File: src/rtl/irq_controller_if.sv
// irq_controller_if: software register port of the interrupt controller.
// master drives reg_we/reg_addr/reg_din; slave returns registered reg_dout.
interface irq_controller_if;
  logic        reg_we;
  logic [1:0]  reg_addr;
  logic [31:0] reg_din;
  logic [31:0] reg_dout;

  modport master (
    output reg_we,
    output reg_addr,
    output reg_din,
    input  reg_dout
  );

  modport slave (
    input  reg_we,
    input  reg_addr,
    input  reg_din,
    output reg_dout
  );
endinterface

File: src/rtl/irq_controller.sv
// irq_controller: edge-detected sticky pending bits, mask, fixed-priority
// (lowest index wins) arbitration and a one-cycle ir_out pulse into CP0.
// Ports: i_clk, i_rst (sync, active-high), i_irq_src[N_IRQ], i_eret_ack,
//   o_ir_out, o_irq_id[4], bus (irq_controller_if.slave register port).
// Registers: 0 PENDING (W1C), 1 MASK, 2 STATUS, 3 TIMER_CMP.
// Optional: define IRQ_TIMER_EN to add the periodic tick timer on pending[0].
module irq_controller #(
  parameter int N_IRQ   = 8,
  parameter int TIMER_W = 32
) (
  input  logic             i_clk,
  input  logic             i_rst,
  input  logic [N_IRQ-1:0] i_irq_src,
  input  logic             i_eret_ack,
  output logic             o_ir_out,
  output logic [3:0]       o_irq_id,
  irq_controller_if.slave  bus
);

  typedef enum logic [1:0] {
    S_IDLE,
    S_ASSERT,
    S_SERVICE
  } state_t;

  state_t r_state;
  state_t w_state_nxt;

  logic [N_IRQ-1:0] r_prev;
  logic [N_IRQ-1:0] r_pending;
  logic [N_IRQ-1:0] r_mask;
  logic [3:0]       r_irq_id;
  logic             r_ir_out;
  logic [31:0]      r_dout;

  logic [N_IRQ-1:0] w_edge;
  logic [N_IRQ-1:0] w_set;
  logic [N_IRQ-1:0] w_req;
  logic [N_IRQ-1:0] w_grant;
  logic [N_IRQ-1:0] w_clr;
  logic [3:0]       w_sel;
  logic             w_take;
  logic             w_tick;
  logic             w_in_service;
  logic             w_wr_pend;
  logic             w_wr_mask;
  logic [31:0]      w_cmp_rd;
  logic [31:0]      w_rd;
  logic             w_unused;

  assign w_wr_pend = bus.reg_we &
                     (bus.reg_addr == 2'd0);
  assign w_wr_mask = bus.reg_we &
                     (bus.reg_addr == 2'd1);

  assign w_edge = i_irq_src & ~r_prev;
  assign w_set  = w_edge | N_IRQ'(w_tick);
  assign w_req  = r_pending & r_mask;

  // x & -x isolates the lowest set bit.
  assign w_grant = w_take ?
    (w_req & (~w_req + N_IRQ'(1))) : '0;

  assign w_clr = w_wr_pend ?
    bus.reg_din[N_IRQ-1:0] : '0;

  assign w_in_service = (r_state == S_SERVICE);

  always_comb begin
    w_sel = '0;
    for (int i = N_IRQ - 1; i >= 0; i--) begin
      if (w_req[i]) w_sel = 4'(i);
    end
  end

  always_ff @(posedge i_clk) begin
    if (i_rst) r_state <= S_IDLE;
    else       r_state <= w_state_nxt;
  end

  always_comb begin
    w_state_nxt = r_state;
    w_take      = 1'b0;
    unique case (r_state)
      S_IDLE: begin
        if (|w_req) begin
          w_take      = 1'b1;
          w_state_nxt = S_ASSERT;
        end
      end
      S_ASSERT:  w_state_nxt = S_SERVICE;
      S_SERVICE: begin
        if (i_eret_ack) w_state_nxt = S_IDLE;
      end
      default:   w_state_nxt = S_IDLE;
    endcase
  end

  // Set is ORed last so a fresh edge beats both W1C and the grant clear.
  always_ff @(posedge i_clk) begin
    if (i_rst) begin
      r_prev    <= '0;
      r_pending <= '0;
      r_mask    <= '0;
      r_irq_id  <= '0;
      r_ir_out  <= 1'b0;
      r_dout    <= '0;
    end else begin
      r_prev    <= i_irq_src;
      r_pending <= (r_pending & ~w_clr & ~w_grant)
                   | w_set;
      if (w_wr_mask)
        r_mask <= bus.reg_din[N_IRQ-1:0];
      if (w_take) r_irq_id <= w_sel;
      r_ir_out  <= (r_state == S_ASSERT);
      r_dout    <= w_rd;
    end
  end

  always_comb begin
    w_rd = '0;
    unique case (bus.reg_addr)
      2'd0:    w_rd = 32'(r_pending);
      2'd1:    w_rd = 32'(r_mask);
      2'd2:    w_rd = {27'b0, w_in_service,
                       r_irq_id};
      default: w_rd = w_cmp_rd;
    endcase
  end

`ifdef IRQ_TIMER_EN
  logic [TIMER_W-1:0] r_cnt;
  logic [TIMER_W-1:0] r_cmp;
  logic               w_wr_cmp;

  assign w_wr_cmp = bus.reg_we &
                    (bus.reg_addr == 2'd3);
  assign w_tick   = (r_cmp != '0) &&
                    (r_cnt == r_cmp);
  assign w_cmp_rd = 32'(r_cmp);

  always_ff @(posedge i_clk) begin
    if (i_rst) begin
      r_cnt <= '0;
      r_cmp <= '0;
    end else if (w_wr_cmp) begin
      r_cmp <= bus.reg_din[TIMER_W-1:0];
      r_cnt <= '0;
    end else if (w_tick) begin
      r_cnt <= '0;
    end else if (r_cmp != '0) begin
      r_cnt <= r_cnt + TIMER_W'(1);
    end
  end
`else
  assign w_tick   = 1'b0;
  assign w_cmp_rd = '0;
`endif

  assign w_unused = ^{bus.reg_din, 1'(TIMER_W)};

  assign o_ir_out     = r_ir_out;
  assign o_irq_id     = r_irq_id;
  assign bus.reg_dout = r_dout;

endmodule

File: src/flat_wrapper.sv
// flat-port wrapper written by rule: the top's interface ports become plain ports
module irq_controller_flat 
#(
  parameter int N_IRQ   = 8,
  parameter int TIMER_W = 32
)
  (i_clk, i_rst, i_irq_src, i_eret_ack, o_ir_out, o_irq_id, bus_reg_we, bus_reg_addr, bus_reg_din, bus_reg_dout);
  irq_controller_if bus_i ();
  input  logic i_clk;
  input  logic i_rst;
  input  logic [N_IRQ-1:0] i_irq_src;
  input  logic i_eret_ack;
  output logic o_ir_out;
  output logic [3:0] o_irq_id;
  input wire logic [$bits(bus_i.reg_we)-1:0] bus_reg_we;
  input wire logic [$bits(bus_i.reg_addr)-1:0] bus_reg_addr;
  input wire logic [$bits(bus_i.reg_din)-1:0] bus_reg_din;
  output wire logic [$bits(bus_i.reg_dout)-1:0] bus_reg_dout;
  assign bus_i.reg_we = bus_reg_we;
  assign bus_i.reg_addr = bus_reg_addr;
  assign bus_i.reg_din = bus_reg_din;
  assign bus_reg_dout = bus_i.reg_dout;
  irq_controller #(.N_IRQ(N_IRQ), .TIMER_W(TIMER_W)) u_core (.i_clk(i_clk), .i_rst(i_rst), .i_irq_src(i_irq_src), .i_eret_ack(i_eret_ack), .o_ir_out(o_ir_out), .o_irq_id(o_irq_id), .bus(bus_i));
endmodule
File: config.mk
export PLATFORM = sky130hd
export DESIGN_NAME = irq_controller_flat
export DESIGN_NICKNAME = d
export VERILOG_FILES = /design/src/rtl/irq_controller_if.sv /design/src/rtl/irq_controller.sv /design/src/flat_wrapper.sv
export SDC_FILE = /design/constraint.sdc
export NUM_CORES = 1
export LEC_CHECK = 0
export CAP_MARGIN = 20
export CORE_MARGIN = 1.5
export CORE_UTILIZATION = 37
export CTS_BUF_LIST = sky130_fd_sc_hd__clkbuf_4 sky130_fd_sc_hd__clkbuf_8 sky130_fd_sc_hd__clkbuf_16
export DETAILED_ROUTE_END_ITERATION = 8
export GPL_ROUTABILITY_DRIVEN = 1
export PLACE_DENSITY = 0.79
export SYNTH_ARGS = -nofsm -noshare
export SYNTH_HDL_FRONTEND = slang
export SYNTH_SLANG_ARGS = --single-unit
export TNS_END_PERCENT = 30
File: constraint.sdc
create_clock -name i_clk -period 1.45 [get_ports i_clk]
set_clock_uncertainty 0.05 [all_clocks]
set_input_delay 0.29 -clock i_clk [delete_from_list [all_inputs] [get_ports i_clk]]
set_output_delay 0.29 -clock i_clk [all_outputs]
set_load 0.05 [all_outputs]
==> flow_metrics.py <==
metrics = {
    "pwr": {
        "power_uw": 2500,
        "p_sw_share_pct": 30.1,
        "switching_power_uw": 753,
        "power.leakage_uw": 0.00110,
        "power.internal_uw": 1750,
        "power-per-cell-area_mw_per_mm2": 981,
        "combPwrFrac_pct": 23.8,
        "irDropWorstVdd_v": 0.000327,
        "pwr-share-seq_pct": 45.6,
        "clockPowerShare_pct": 30.6,
    },
    "routing": {
        "wirelength_mm": 4.14,
        "wire_per_inst_um": 12.8,
        "route.detailed.drc": 0,
        "antenna_left": 0,
        "dr.pass1.iters": 5,
        "vias": 1607,
        "drt-vias-per-instance": 4.99,
        "drt_iter0_markers": 155,
    },
    "timing": {
        "finalCriticalPeriod_ns": 1.46,
        "layout_worst_path_cycle_share_pct": 101,
        "hold_violations": 0,
        "setup_violations": 1,
        "setup_ws_ns": -0.0112,
        "slew_violations": 0,
        "rsz0062_at_grt": "yes",
        "max_freq_ghz": 0.684,
    },
    "yosys": {
        "netlist_instances": 203,
        "synthesis.area_mm2": 0.00179,
        "avgSynthCellArea_um2": 8.80,
        "synth_top_family_by_area": "simple AND/OR/NAND/NOR gates",
        "synth-compound-area-share_pct": 17.1,
        "muxShareOfSynthArea_pct": 3.92,
        "synthSimpleGateAreaFrac_pct": 22.6,
        "ys_warn_count": 0,
        "synth_seq_area_share_pct": 42.6,
        "post_synth_num_cell_types": 34,
        "synth-seq-cells": 38,
        "synth_xor_area_share_pct": 0,
        "synthAdderAreaFrac_pct": 0,
    },
    "final_layout": {
        "finalInstanceArea_mm2": 0.00255,
        "fill_cells": 438,
        "drive_above_1_share_pct": 25.4,
        "n_antenna_cell": 0,
        "final_cells": 322,
        "syn2layout_area_growth_pct": 42.7,
        "fin_nets": 313,
    },
    "worst_setup_path": {
        "critPathLaunch": "u_core.r_pending[0]",
        "reg2reg_slack_ns": -0.01,
        "endpoint": "u_core.r_pending[4]",
        "cp.arrival_ns": 1.60,
        "cp_max_fo": 5,
        "worstSetupPathType": "flop to flop",
        "cp-start-kind": "flop",
        "reg2reg_from": "u_core.r_pending[0]",
        "required_ns": 1.59,
        "rr_worst_depth": 4,
        "regToRegEndpoint": "u_core.r_pending[4]",
        "cp-end-kind": "flop",
    },
    "place": {
        "dpl_worst_slack_ns": -0.255,
        "place_inst": 312,
        "placed_cell_area_mm2": 0.00241,
        "io_buffers": 33,
        "place.detailed.hpwl_mm": 3.11,
        "globalplace.congestion": 0.900,
    },
    "flow_run": {
        "drv_cap": 0,
    },
    "floorplanning": {
        "dieArea_mm2": 0.00525,
        "coreArea_mm2": 0.00469,
        "start_util_pct": 38.1,
        "die_w_um": 72.5,
        "num_rows": 25,
        "ios": 83,
        "die_h_um": 72.5,
    },
    "clock_network": {
        "cts_root_buf": "clkbuf_8",
        "clkSinkCount": 38,
        "clockBufferDepth": 2,
        "cts_tree": "yes",
        "htree_levels": 2,
        "cts.reportedPaths.clkPinSlew_ns": 0.07,
        "clk_latency_ns": 0.29,
        "numCtsBuffers": 5,
        "holdBufCountCts": 0,
    },
    "global_route": {
        "grtUsageTotal_pct": 17.1,
        "overflow": 0,
        "grt_pass1_vias": 1512,
        "grt_antenna_before_repair": 0,
        "grt_max_degree": 25,
        "grt_pass1_wl_mm": 6.82,
    },
    "worst_hold_path": {
        "holdCritPathClass": "flop to flop",
    },
    "run_status": {
        "violations": "negative setup slack",
        "status": "finished, violations left",
    },
}
worst max-delay path: stages, from the launching register on:
cell and delay (ns):
dfxtp_2 0.33, a22o_4 0.28, nor4_4 0.33, nand3_1 0.14, a41o_1 0.24
through the flow:
step | util [%] | TNS [ns] | hold WS (ns)
floorplan | - | 0 | 0.319
global placement | 51.4 | -4.37 | 0.358
detailed placement | 51.4 | -4.46 | 0.364
CTS | 53.6 | -0.0613 | 0.382
global route | 54.3 | -0.447 | 0.396
finish | 54.3 | -0.0112 | 0.374
per-layer routing:
| layer | global-route usage, % | up-vias | routed length [um] |
|---|---|---|---|
| met4 | 8.60 | 0 | 74 |
| met1 | 21.0 | 730 | 1750 |
| met5 | 0 | - | 0 |
| met3 | 3.89 | 7 | 303 |
| met2 | 28.2 | 82 | 2010 |
| li1 | - | 788 | - |
cells by family (layout without fill, tap and decap cells):
| group | after synthesis | in the layout |
|---|---|---|
| and+or+nand+nor | 80 | 80 |
| AOI/OAI and AO/OA | 39 | 39 |
| DFF | 38 | 38 |
| buffers and inverters | 38 | 79 |
| muxes | 7 | 7 |
| other | 1 | 25 |
area by class of cell:
type / count / area [um^2] / area share [%]
inverters: 6 / 22.5 / 0.884
clock inverters: 1 / 5.00 / 0.196
well taps: 54 / 67.6 / 2.65
flip-flops and latches: 38 / 766 / 30.0
repair buffers: 65 / 703 / 27.6
clock buffers: 7 / 90.1 / 3.53
multi-input cells: 151 / 895 / 35.1
worst min-delay path by stage:
stage,from,to,slack (ns),cells past startpoint
floorplan,i_rst,u_core.r_prev[4],0.32,1
global placement,u_core.r_prev[2],u_core.r_pending[2],0.36,1
detailed placement,u_core.r_prev[2],u_core.r_pending[2],0.36,1
CTS,u_core.r_prev[2],u_core.r_pending[2],0.38,1
global route,u_core.r_prev[2],u_core.r_pending[2],0.40,1
finish,u_core.r_prev[2],u_core.r_pending[2],0.37,1
cells in the mapped netlist (all sizes together):
library cell | number | area, um^2
nand2b | 2 | 12.5
a311o | 1 | 11.3
mux2i | 7 | 70.1
o2bb2ai | 1 | 8.76
nand3b | 1 | 7.51
a22oi | 5 | 37.5
nor3 | 5 | 25.0
nand3 | 13 | 65.1
buf | 32 | 220
nor4 | 1 | 21.3
nor3b | 1 | 12.5
a32oi | 1 | 8.76
a21oi | 15 | 75.1
conb | 1 | 3.75
dfxtp | 38 | 761
nand4 | 4 | 25.0
a221o | 2 | 20.0
a31oi | 1 | 6.26
o41ai | 1 | 27.5
nor2b | 11 | 68.8
inv | 5 | 18.8
clkinv | 1 | 3.75
a41o | 4 | 40.0
o21ai | 3 | 15.0
and3 | 1 | 6.26
nand2 | 26 | 97.6
nor2 | 14 | 52.6
or3b | 1 | 8.76
a22o | 4 | 45.1
a21bo | 1 | 10.0
sequential cells by signal, summed over array words and instances (netlist names):
register and cells:
u_core.bus.reg_dout 8, u_core.o_ir_out 1, u_core.o_irq_id 3, u_core.r_mask 8
u_core.r_pending 8, u_core.r_prev 8, u_core.r_state 2
cell usage in the layout (no fill, tap or decap), types with 2 or more instances in the layout:
master            n
nor2_1           14
dfxtp_1          34
nand2_1          25
a21oi_1          15
a221o_1           2
inv_1             5
a22oi_2           2
a22oi_1           3
a22o_4            2
o21ai_0           3
clkbuf_8          6
nor2b_1          10
a22o_1            2
buf_12           13
nand3_1          13
nor3_1            5
dfxtp_2           4
buf_4            31
nand2b_1          2
nand4_1           4
a41o_1            4
clkdlybuf4s50_1  21
conb_1           25
mux2i_1           7
power groups by stage:
stage          logic, uW  registers [uW]  clock network [uW]
2_1_floorplan        346            1210                   0
3_3_place_gp         572            1160                   0
3_5_place_dp         579            1160                   0
4_1_cts              581            1140                 783
5_1_grt              634            1140                 834
6_report             595            1140                 764
repair_timing:
| action | in CTS | in global routing |
|---|---|---|
| endpoints found under the setup margin | 5 | 16 |
| pin swaps | 5 | 6 |
| buffers inserted | 0 | 2 |
| gates resized for setup | 1 | 8 |
No activity file was read; power rests on OpenSTA's default activity.
